===== src/rtl/axi_slave_wr_ctrl.sv =====
// axi_slave_wr_ctrl: AXI4 slave write-path controller.
// Accepts one AW burst at a time, turns every W beat into a registered
// single-cycle write on a local SRAM-style port, then returns a B response.
// Optional feature macro: AXI_SLV_WRAP_EN (WRAP burst support). When it is
// undefined, WRAP bursts are answered with SLVERR and their writes dropped.
//
// Handshake rule: a transfer on any channel happens on the rising clock
// edge where both VALID and READY are high. READY and VALID outputs come
// straight from registers, so they are stable for the whole cycle.
module axi_slave_wr_ctrl #(
  parameter int ID_WIDTH       = 4,
  parameter int ADDR_WIDTH     = 32,
  parameter int DATA_WIDTH     = 64,
  parameter int MEM_ADDR_WIDTH = 10
) (
  input  logic                      AXI_ACLK,
  input  logic                      AXI_ARESET,
  input  logic                      AXI_AWVALID,
  output logic                      AXI_AWREADY,
  input  logic [ID_WIDTH-1:0]       AXI_AWID,
  input  logic [ADDR_WIDTH-1:0]     AXI_AWADDR,
  input  logic [7:0]                AXI_AWLEN,
  input  logic [2:0]                AXI_AWSIZE,
  input  logic [1:0]                AXI_AWBURST,
  input  logic                      AXI_WVALID,
  output logic                      AXI_WREADY,
  input  logic [DATA_WIDTH-1:0]     AXI_WDATA,
  input  logic [DATA_WIDTH/8-1:0]   AXI_WSTRB,
  input  logic                      AXI_WLAST,
  output logic                      AXI_BVALID,
  input  logic                      AXI_BREADY,
  output logic [ID_WIDTH-1:0]       AXI_BID,
  output logic [1:0]                AXI_BRESP,
  output logic                      mem_we,
  output logic [MEM_ADDR_WIDTH-1:0] mem_addr,
  output logic [DATA_WIDTH-1:0]     mem_wdata,
  output logic [DATA_WIDTH/8-1:0]   mem_wstrb
);

  localparam int ADDR_LSB = $clog2(DATA_WIDTH / 8);

  localparam logic [1:0] ST_IDLE = 2'd0;
  localparam logic [1:0] ST_DATA = 2'd1;
  localparam logic [1:0] ST_RESP = 2'd2;

  logic [1:0]            state;
  logic                  awready_q;
  logic [ID_WIDTH-1:0]   id_q;
  logic [ADDR_WIDTH-1:0] cur_addr;
  logic [7:0]            len_q;
  logic [7:0]            beat_cnt;
  logic [2:0]            size_q;
  logic [1:0]            burst_q;
  logic                  err_q;   // reported in BRESP
  logic                  sup_q;   // burst rejected at AW time: drop all writes

  logic                  aw_hs;
  logic                  w_hs;
  logic                  last_beat;
  logic                  cap_err;
  logic [ADDR_WIDTH-1:0] size_bytes;
  logic [ADDR_WIDTH-1:0] next_addr;

  assign aw_hs     = AXI_AWVALID && awready_q;
  assign w_hs      = AXI_WVALID && (state == ST_DATA);
  assign last_beat = (beat_cnt == len_q);

  assign AXI_AWREADY = awready_q;
  assign AXI_WREADY  = (state == ST_DATA);
  assign AXI_BVALID  = (state == ST_RESP);
  assign AXI_BID     = id_q;
  assign AXI_BRESP   = {err_q, 1'b0};

  // Burst-level errors detectable from the AW channel alone.
  always_comb begin
    cap_err = 1'b0;
    if (int'(AXI_AWSIZE) > ADDR_LSB) cap_err = 1'b1;
    if (AXI_AWBURST == 2'b11) cap_err = 1'b1;
`ifdef AXI_SLV_WRAP_EN
    if ((AXI_AWBURST == 2'b10) &&
        !((AXI_AWLEN == 8'd1) || (AXI_AWLEN == 8'd3) ||
          (AXI_AWLEN == 8'd7) || (AXI_AWLEN == 8'd15)))
      cap_err = 1'b1;
`else
    if (AXI_AWBURST == 2'b10) cap_err = 1'b1;
`endif
  end

  // Address of the following beat for the latched burst type.
  always_comb begin
    size_bytes = ADDR_WIDTH'(1) << size_q;
    next_addr  = cur_addr;
    case (burst_q)
      2'b01:   next_addr = (cur_addr & ~(size_bytes - ADDR_WIDTH'(1))) + size_bytes;
`ifdef AXI_SLV_WRAP_EN
      2'b10:   next_addr = (cur_addr & ~(((ADDR_WIDTH'(len_q) + ADDR_WIDTH'(1)) << size_q) - ADDR_WIDTH'(1))) |
                           ((cur_addr + size_bytes) &
                            (((ADDR_WIDTH'(len_q) + ADDR_WIDTH'(1)) << size_q) - ADDR_WIDTH'(1)));
`endif
      default: next_addr = cur_addr;
    endcase
  end

  // Control FSM, burst bookkeeping and the registered memory write port.
  always_ff @(posedge AXI_ACLK) begin
    if (AXI_ARESET) begin
      state     <= ST_IDLE;
      awready_q <= 1'b0;
      id_q      <= '0;
      cur_addr  <= '0;
      len_q     <= '0;
      beat_cnt  <= '0;
      size_q    <= '0;
      burst_q   <= '0;
      err_q     <= 1'b0;
      sup_q     <= 1'b0;
      mem_we    <= 1'b0;
      mem_addr  <= '0;
      mem_wdata <= '0;
      mem_wstrb <= '0;
    end else begin
      mem_we <= 1'b0;
      case (state)
        ST_IDLE: begin
          if (aw_hs) begin
            id_q      <= AXI_AWID;
            cur_addr  <= AXI_AWADDR;
            len_q     <= AXI_AWLEN;
            size_q    <= AXI_AWSIZE;
            burst_q   <= AXI_AWBURST;
            beat_cnt  <= 8'd0;
            err_q     <= cap_err;
            sup_q     <= cap_err;
            awready_q <= 1'b0;
            state     <= ST_DATA;
          end else begin
            awready_q <= 1'b1;
          end
        end
        ST_DATA: begin
          if (w_hs) begin
            mem_we    <= !sup_q;
            mem_addr  <= cur_addr[ADDR_LSB +: MEM_ADDR_WIDTH];
            mem_wdata <= AXI_WDATA;
            mem_wstrb <= AXI_WSTRB;
            if (AXI_WLAST != last_beat) err_q <= 1'b1;
            cur_addr  <= next_addr;
            beat_cnt  <= beat_cnt + 8'd1;
            if (last_beat) state <= ST_RESP;
          end
        end
        ST_RESP: begin
          if (AXI_BREADY) begin
            state     <= ST_IDLE;
            awready_q <= 1'b1;
          end
        end
        default: begin
          state     <= ST_IDLE;
          awready_q <= 1'b0;
        end
      endcase
    end
  end

endmodule

===== config.mk =====
export PLATFORM = sky130hd
export DESIGN_NAME = axi_slave_wr_ctrl
export DESIGN_NICKNAME = d
export VERILOG_FILES = /design/src/rtl/axi_slave_wr_ctrl.sv
export SDC_FILE = /design/constraint.sdc
export NUM_CORES = 1
export LEC_CHECK = 0
export ABC_AREA = 1
export CAP_MARGIN = 10
export CORE_AREA = 2 2 115 117
export DETAILED_ROUTE_END_ITERATION = 10
export DIE_AREA = 0 0 117 119
export PLACE_DENSITY = 0.91
export SLEW_MARGIN = 20
export SYNTH_ARGS = -nofsm -noshare
export SYNTH_HDL_FRONTEND = slang
export SYNTH_SLANG_ARGS = --single-unit
export TNS_END_PERCENT = 30

===== constraint.sdc =====
create_clock -name AXI_ACLK -period 2.5 [get_ports AXI_ACLK]
set_input_delay 0.5 -clock AXI_ACLK [delete_from_list [all_inputs] [get_ports AXI_ACLK]]
set_output_delay 0.5 -clock AXI_ACLK [all_outputs]
set_load 0.01 [all_outputs]

==> results of run 1 <==
power breakdown:
group	internal [mW]	total (mW)	switching [mW]
registers	2.14	2.24	0.0940
clock network	1.71	2.55	0.839
logic	0.453	0.936	0.483
total	4.30	5.72	1.42
cell usage after synthesis, types with 2 or more instances:
library cell / number
nand2_1: 231
dfxtp_1: 126
a21oi_1: 119
nor2_1: 63
o21ai_0: 43
inv_1: 41
clkbuf_1: 28
nand3_1: 28
buf_2: 11
nand4_1: 8
xnor2_1: 6
nor3_1: 5
or2_2: 4
a211oi_1: 3
ha_1: 3
inv_2: 3
xor2_1: 3
a31oi_1: 2
buf_1: 2
buf_4: 2
nand2_4: 2
cell usage in the layout (no fill, tap or decap), types with 2 or more instances in the layout:
cell type and count:
o21ai_0 43, clkbuf_1 5, nand3_1 28, nor3_1 5
inv_2 4, buf_4 8, clkbuf_8 2, or2_2 4
bufinv_16 4, a31oi_1 2, clkbuf_16 17, dfxtp_1 126
nand2_4 2, nand2_1 231, xnor2_1 6, buf_12 2
nor2_1 63, xor2_1 3, nand4_1 8, clkdlybuf4s50_1 197
clkinv_2 3, a211oi_1 3, inv_1 40, a21oi_1 119
ha_1 3
routing by layer:
layer | part of all wire, % | GRT usage (%) | vias to the layer above
met4 | 2.6 | 9.78 | 0
met3 | 6.9 | 6.92 | 32
met1 | 41 | 25.0 | 2547
met5 | 0 | 0 | -
met2 | 50 | 37.2 | 208
li1 | - | - | 2791
logic make-up after synthesis:
logic type	synth area share, %
compound gates	16.8
xor+xnor	1.48
fa+ha+maj	0.706
buf+inv	6.76
flops	47.5
other cells	0.0706
simple gates	26.7
flip-flops by register name (all words and copies together) (netlist names):
name         count
mem_wdata       64
mem_addr        10
state            2
len_q            8
sup_q            1
mem_we           1
burst_q          2
size_q           3
AXI_AWREADY      1
beat_cnt         8
mem_wstrb        8
err_q            1
AXI_BID          4
cur_addr        13
worst max-delay path by stage:
stage / start / to / slack, ns / depth (start not counted)
3_5_place_dp: AXI_AWVALID / cur_addr[9] / 0.21 / 9
3_3_place_gp: AXI_AWVALID / cur_addr[8] / 0.24 / 10
2_1_floorplan: size_q[2] / cur_addr[10] / 0.58 / 16
5_1_grt: size_q[2] / cur_addr[8] / 0.001 / 14
4_1_cts: state[0] / AXI_WREADY / 0.26 / 3
6_report: size_q[0] / cur_addr[8] / 0.20 / 14
cell type report:
type	instances	area (sq um)	share of cell area (%)
Clock buffer	24	472	5.88
Sequential cell	126	2520	31.4
Timing Repair Buffer	208	2080	25.9
Clock inverter	7	135	1.68
Tap cell	176	220	2.74
Multi-Input combinational cell	533	2430	30.3
Inverter	44	165	2.06
==> run summary, run 1 <==
total CTS buffers -> 17
Syn Inst Count -> 747
register clock-pin slew on the reported worst setup and hold paths -> 0.05 ns
WHS Path Cells -> 1
pre-CTS setup slack -> 0.212 ns
Initial DRC Count -> 379
Initial Util -> 41.3%
Net count, final -> 1060
GR Util All Layers -> 21.9%
Post-synth EDFFs -> 0
Critical Path Slowest Stage Cell -> dfxtp_1
Finished Core Util -> 62.3%
Yosys reg bits -> 126
global route overflow -> 0
CP Data Arrival Time -> 2.61 ns
IO Port Bufs -> 198
endpoints failing setup -> 0
total core area -> 0.0129 sq mm
Buf/Inv on CP -> 3
top cells by area, synth -> dfxtp_1, nand2_1, a21oi_1
H-tree depth -> 4
crit path max fanout -> 11
remaining routing DRC violations -> 0
CTS Sinks -> 126
Cell variety after synth -> 35
type of the most critical hold path -> register to register
Yosys top cell area share -> 47.5%
Final Hold Viols -> 0
Critical Path Sink Type -> register
CP Cell Sequence -> inv_1, nand2_1, a21oi_1, ha_1, inv_1, nand2_1, nand3_1, nand2_1, nand2_1, nand2_1, o21ai_0, nand2_1, nand2_1, inv_1
clk_skew -> 0.00406 ns
setup tns final -> 0 ns
CTS Buffer Depth -> 2
area grow syn2layout -> 51.0%
CP Launch Type -> register
top_reg_cell synth -> dfxtp_1
Req. time, crit path -> 2.81 ns
Detail Placement HPWL -> 10200 um
delay-heaviest family, CP -> simple AND/OR/NAND/NOR gates
RSZ-0062 raised after global routing -> false
Setup WS post-layout -> 0.195 ns
Avg WL per Cell -> 13.6 um
CTS Hold Bufs -> 0
die footprint -> 0.0139 sq mm
placed inst area -> 0.00742 sq mm
routed vias -> 5578
fin crit period -> 2.30 ns
R2R Setup Slk -> 0.20 ns
Peak Freq -> 0.434 GHz
ys async rst share -> 0%
vias in the first global route -> 5311
critical path type -> register to register
Tot Pwr -> 5.72 mW
Non-Filler Instances -> 1118
R2R cell count -> 14
routability cong. -> 0.929
PwrDens -> 713 mW/mm^2
Die W -> 117 um
# diodes -> 0
Most common cell on crit path -> nand2_1
row count -> 42
Post-Place Cells -> 1087
Resized cells post-CTS -> 0
post-CTS setup buffers -> 0
Max rail drop VDD -> 0.458 mV
initial antenna violation count -> 0
syn avg cell area -> 7.12 sq um
Post-Syn Nets -> 877
Final Instance Area -> 0.00803 sq mm
Layout fillers -> 1086
status -> completed
via/cell ratio -> 4.99
leak pwr -> 3.00 nW
Clk Latency, worst-skew pair -> 0.41 ns
Hold WS -> 0.436 ns
Worst Hold Endpoint -> mem_we
Detail Route Antenna Nets -> 0
layout cell share with drive strength beyond 1 -> 5.41%
number of max-cap violations -> 0
Hold Path Origin -> sup_q
Yosys warning count -> 0
Reg2Reg Launch Point -> size_q[0]
root buffer cell -> clkbuf_16
Netlist Area Pre-Place -> 0.00532 sq mm
Initial DRT Pass Iterations -> 5
CTS tree -> built
total wire length -> 15200 um
final number of max-transition violations -> 0
cell type with the largest total area after synthesis -> dfxtp_1
sequential cell area fraction in the yosys report -> 47.5%
largest net degree at the start of global routing -> 90
I/O pin count -> 219
final worst path period share -> 92.2%
die height -> 119 um
R2R Path End -> cur_addr[8]
CP peak stage delay -> 0.54 ns
first-pass GRT wire length -> 24200 um
Note: power is estimated with default switching activity, not from simulation.
==> inputs of run 2 (changes only) <==
clock period = 2.25 ns   (was 2.5 ns; I/O delays follow)
==> run 2 against run 1 <==
  * Clock power is 2% higher
  * Largest power group unchanged
  * Final area is 0.14% lower
  * Highest routed layer unchanged
  * Register-to-register slack better by 0.09 ns
  * Sequential cell count stayed put
  * Global-route usage is 0.33 points lower
  * Critical path type is now register to output port
  * Cell count is 0.54% higher
  * First-iteration DRC count is 6.3% lower
  * Via count is 0.84% lower
==> run summary, run 2 (synthesis gave the netlist of run 1 again) <==
status -> completed
Rel. slew slack -> 50.8%
IO Port Bufs -> 198
Tot Pwr -> 6.13 mW
layout cell share with drive strength beyond 1 -> 6.22%
Non-Filler Instances -> 1124
CTS Sinks -> 126
Clk Latency, worst-skew pair -> 0.42 ns
first-pass GRT wire length -> 23900 um
R2R cell count -> 11
area grow syn2layout -> 50.8%
most frequent cells in the layout -> nand2_1, clkdlybuf4s50_1, dfxtp_1
# diodes -> 0
R2R Setup Slk -> 0.29 ns
total CTS buffers -> 17
leading cell type in the layout, fill and taps excluded -> nand2_1
Max rail drop VDD -> 0.496 mV
Detail Route Antenna Nets -> 0
Initial DRC Count -> 355
GR Util All Layers -> 21.6%
Net count, final -> 1066
pre-CTS setup slack -> 0.0805 ns
Finished Core Util -> 62.2%
CTS tree -> built
R2R Path End -> cur_addr[8]
critical path type -> register to output port
H-tree depth -> 4
leak pwr -> 3.00 nW
Setup WS post-layout -> 0.167 ns
crit path max fanout -> 3
largest net degree at the start of global routing -> 73
Post-Place Cells -> 1093
FF+latch area -> 0.00252 sq mm
clk_skew -> 0.00638 ns
routability cong. -> 0.875
endpoints failing setup -> 0
PwrDens -> 765 mW/mm^2
I/O pin count -> 219
Hold Path Origin -> sup_q
vias in the first global route -> 5247
Peak Freq -> 0.480 GHz
fin crit period -> 2.08 ns
Final Hold Viols -> 0
root buffer cell -> clkbuf_16
total core area -> 0.0129 sq mm
Worst Setup SP -> state[1]
register clock-pin slew on the reported worst setup and hold paths -> 0.05 ns
Layout fillers -> 1044
Initial Util -> 41.3%
CP Launch Type -> register
RSZ-0062 raised after global routing -> false
remaining routing DRC violations -> 0
multi-input logic area -> 0.00244 sq mm
via/cell ratio -> 4.92
Critical Path Sink Type -> output port
setup tns final -> 0 ns
Initial DRT Pass Iterations -> 4
final worst path period share -> 92.6%
total wire length -> 14900 um
max reg flops -> 64
final number of max-transition violations -> 0
type of the most critical hold path -> register to register
Reg2Reg Launch Point -> size_q[1]
CTS Buffer Depth -> 2
number of max-cap violations -> 0
CP Data Arrival Time -> 1.63 ns
global route overflow -> 0
WHS Path Cells -> 1
Detail Placement HPWL -> 10500 um
Req. time, crit path -> 1.80 ns
die footprint -> 0.0139 sq mm
row count -> 42
Largest Register -> mem_wdata
Die W -> 117 um
top flop regs -> mem_wdata (64), cur_addr (13), mem_addr (10)
initial antenna violation count -> 0
Avg WL per Cell -> 13.3 um
measured slew at the worst slew-check pin -> 0.738 ns
die height -> 119 um
routed vias -> 5531
CP Capture Point -> AXI_BVALID
CTS Hold Bufs -> 0
==> run 2: metrics by stage <==
stage	hold slack (ns)	cell area (sq um)
after global routing	0.449	8010
after detailed placement	0.421	7450
final	0.429	8010
after floorplan	0.402	5320
after CTS	0.436	8010
after global placement	0.420	7450
==> run 2: repair_timing <==
action,4_1_cts,5_1_grt
endpoints found under the setup margin,0,3
gates resized for setup,0,2
setup buffers,0,0
==> run 2: per-layer routing <==
metal  wire [um]  global-route usage, %  up-vias  share of wire, %
met3         920                   6.51       44               6.2
met4         516                   10.9        0               3.5
li1            -                      -     2792                 -
met2        7330                   35.8      193                49
met1        6180                   24.9     2502                41
met5           0                      0        -                 0
==> run 2: critical path, stage by stage (launching register included) <==
cell and delay, ns:
dfxtp_1 0.40, inv_1 0.06, nor2_1 0.18, clkdlybuf4s50_1 0.58
==> run 2: cell type report <==
| type | count | share of cell area, % |
|---|---|---|
| Clock buffer | 24 | 5.89 |
| Clock inverter | 7 | 1.09 |
| Inverter | 44 | 2.06 |
| Multi-Input combinational cell | 533 | 30.4 |
| Sequential cell | 126 | 31.5 |
| Tap cell | 176 | 2.75 |
| Timing Repair Buffer | 214 | 26.3 |
==> run 2: worst min path at each step <==
stage	slack, ns	endpoint
5_1_grt	0.45	mem_we
3_3_place_gp	0.42	mem_we
3_5_place_dp	0.42	mem_we
4_1_cts	0.44	mem_we
2_1_floorplan	0.40	mem_we
6_report	0.43	mem_we
==> run 2: where the power goes <==
part	switching, mW	internal [mW]	total [mW]
logic	0.541	0.516	1.06
clock network	0.928	1.67	2.60
registers	0.0965	2.38	2.48
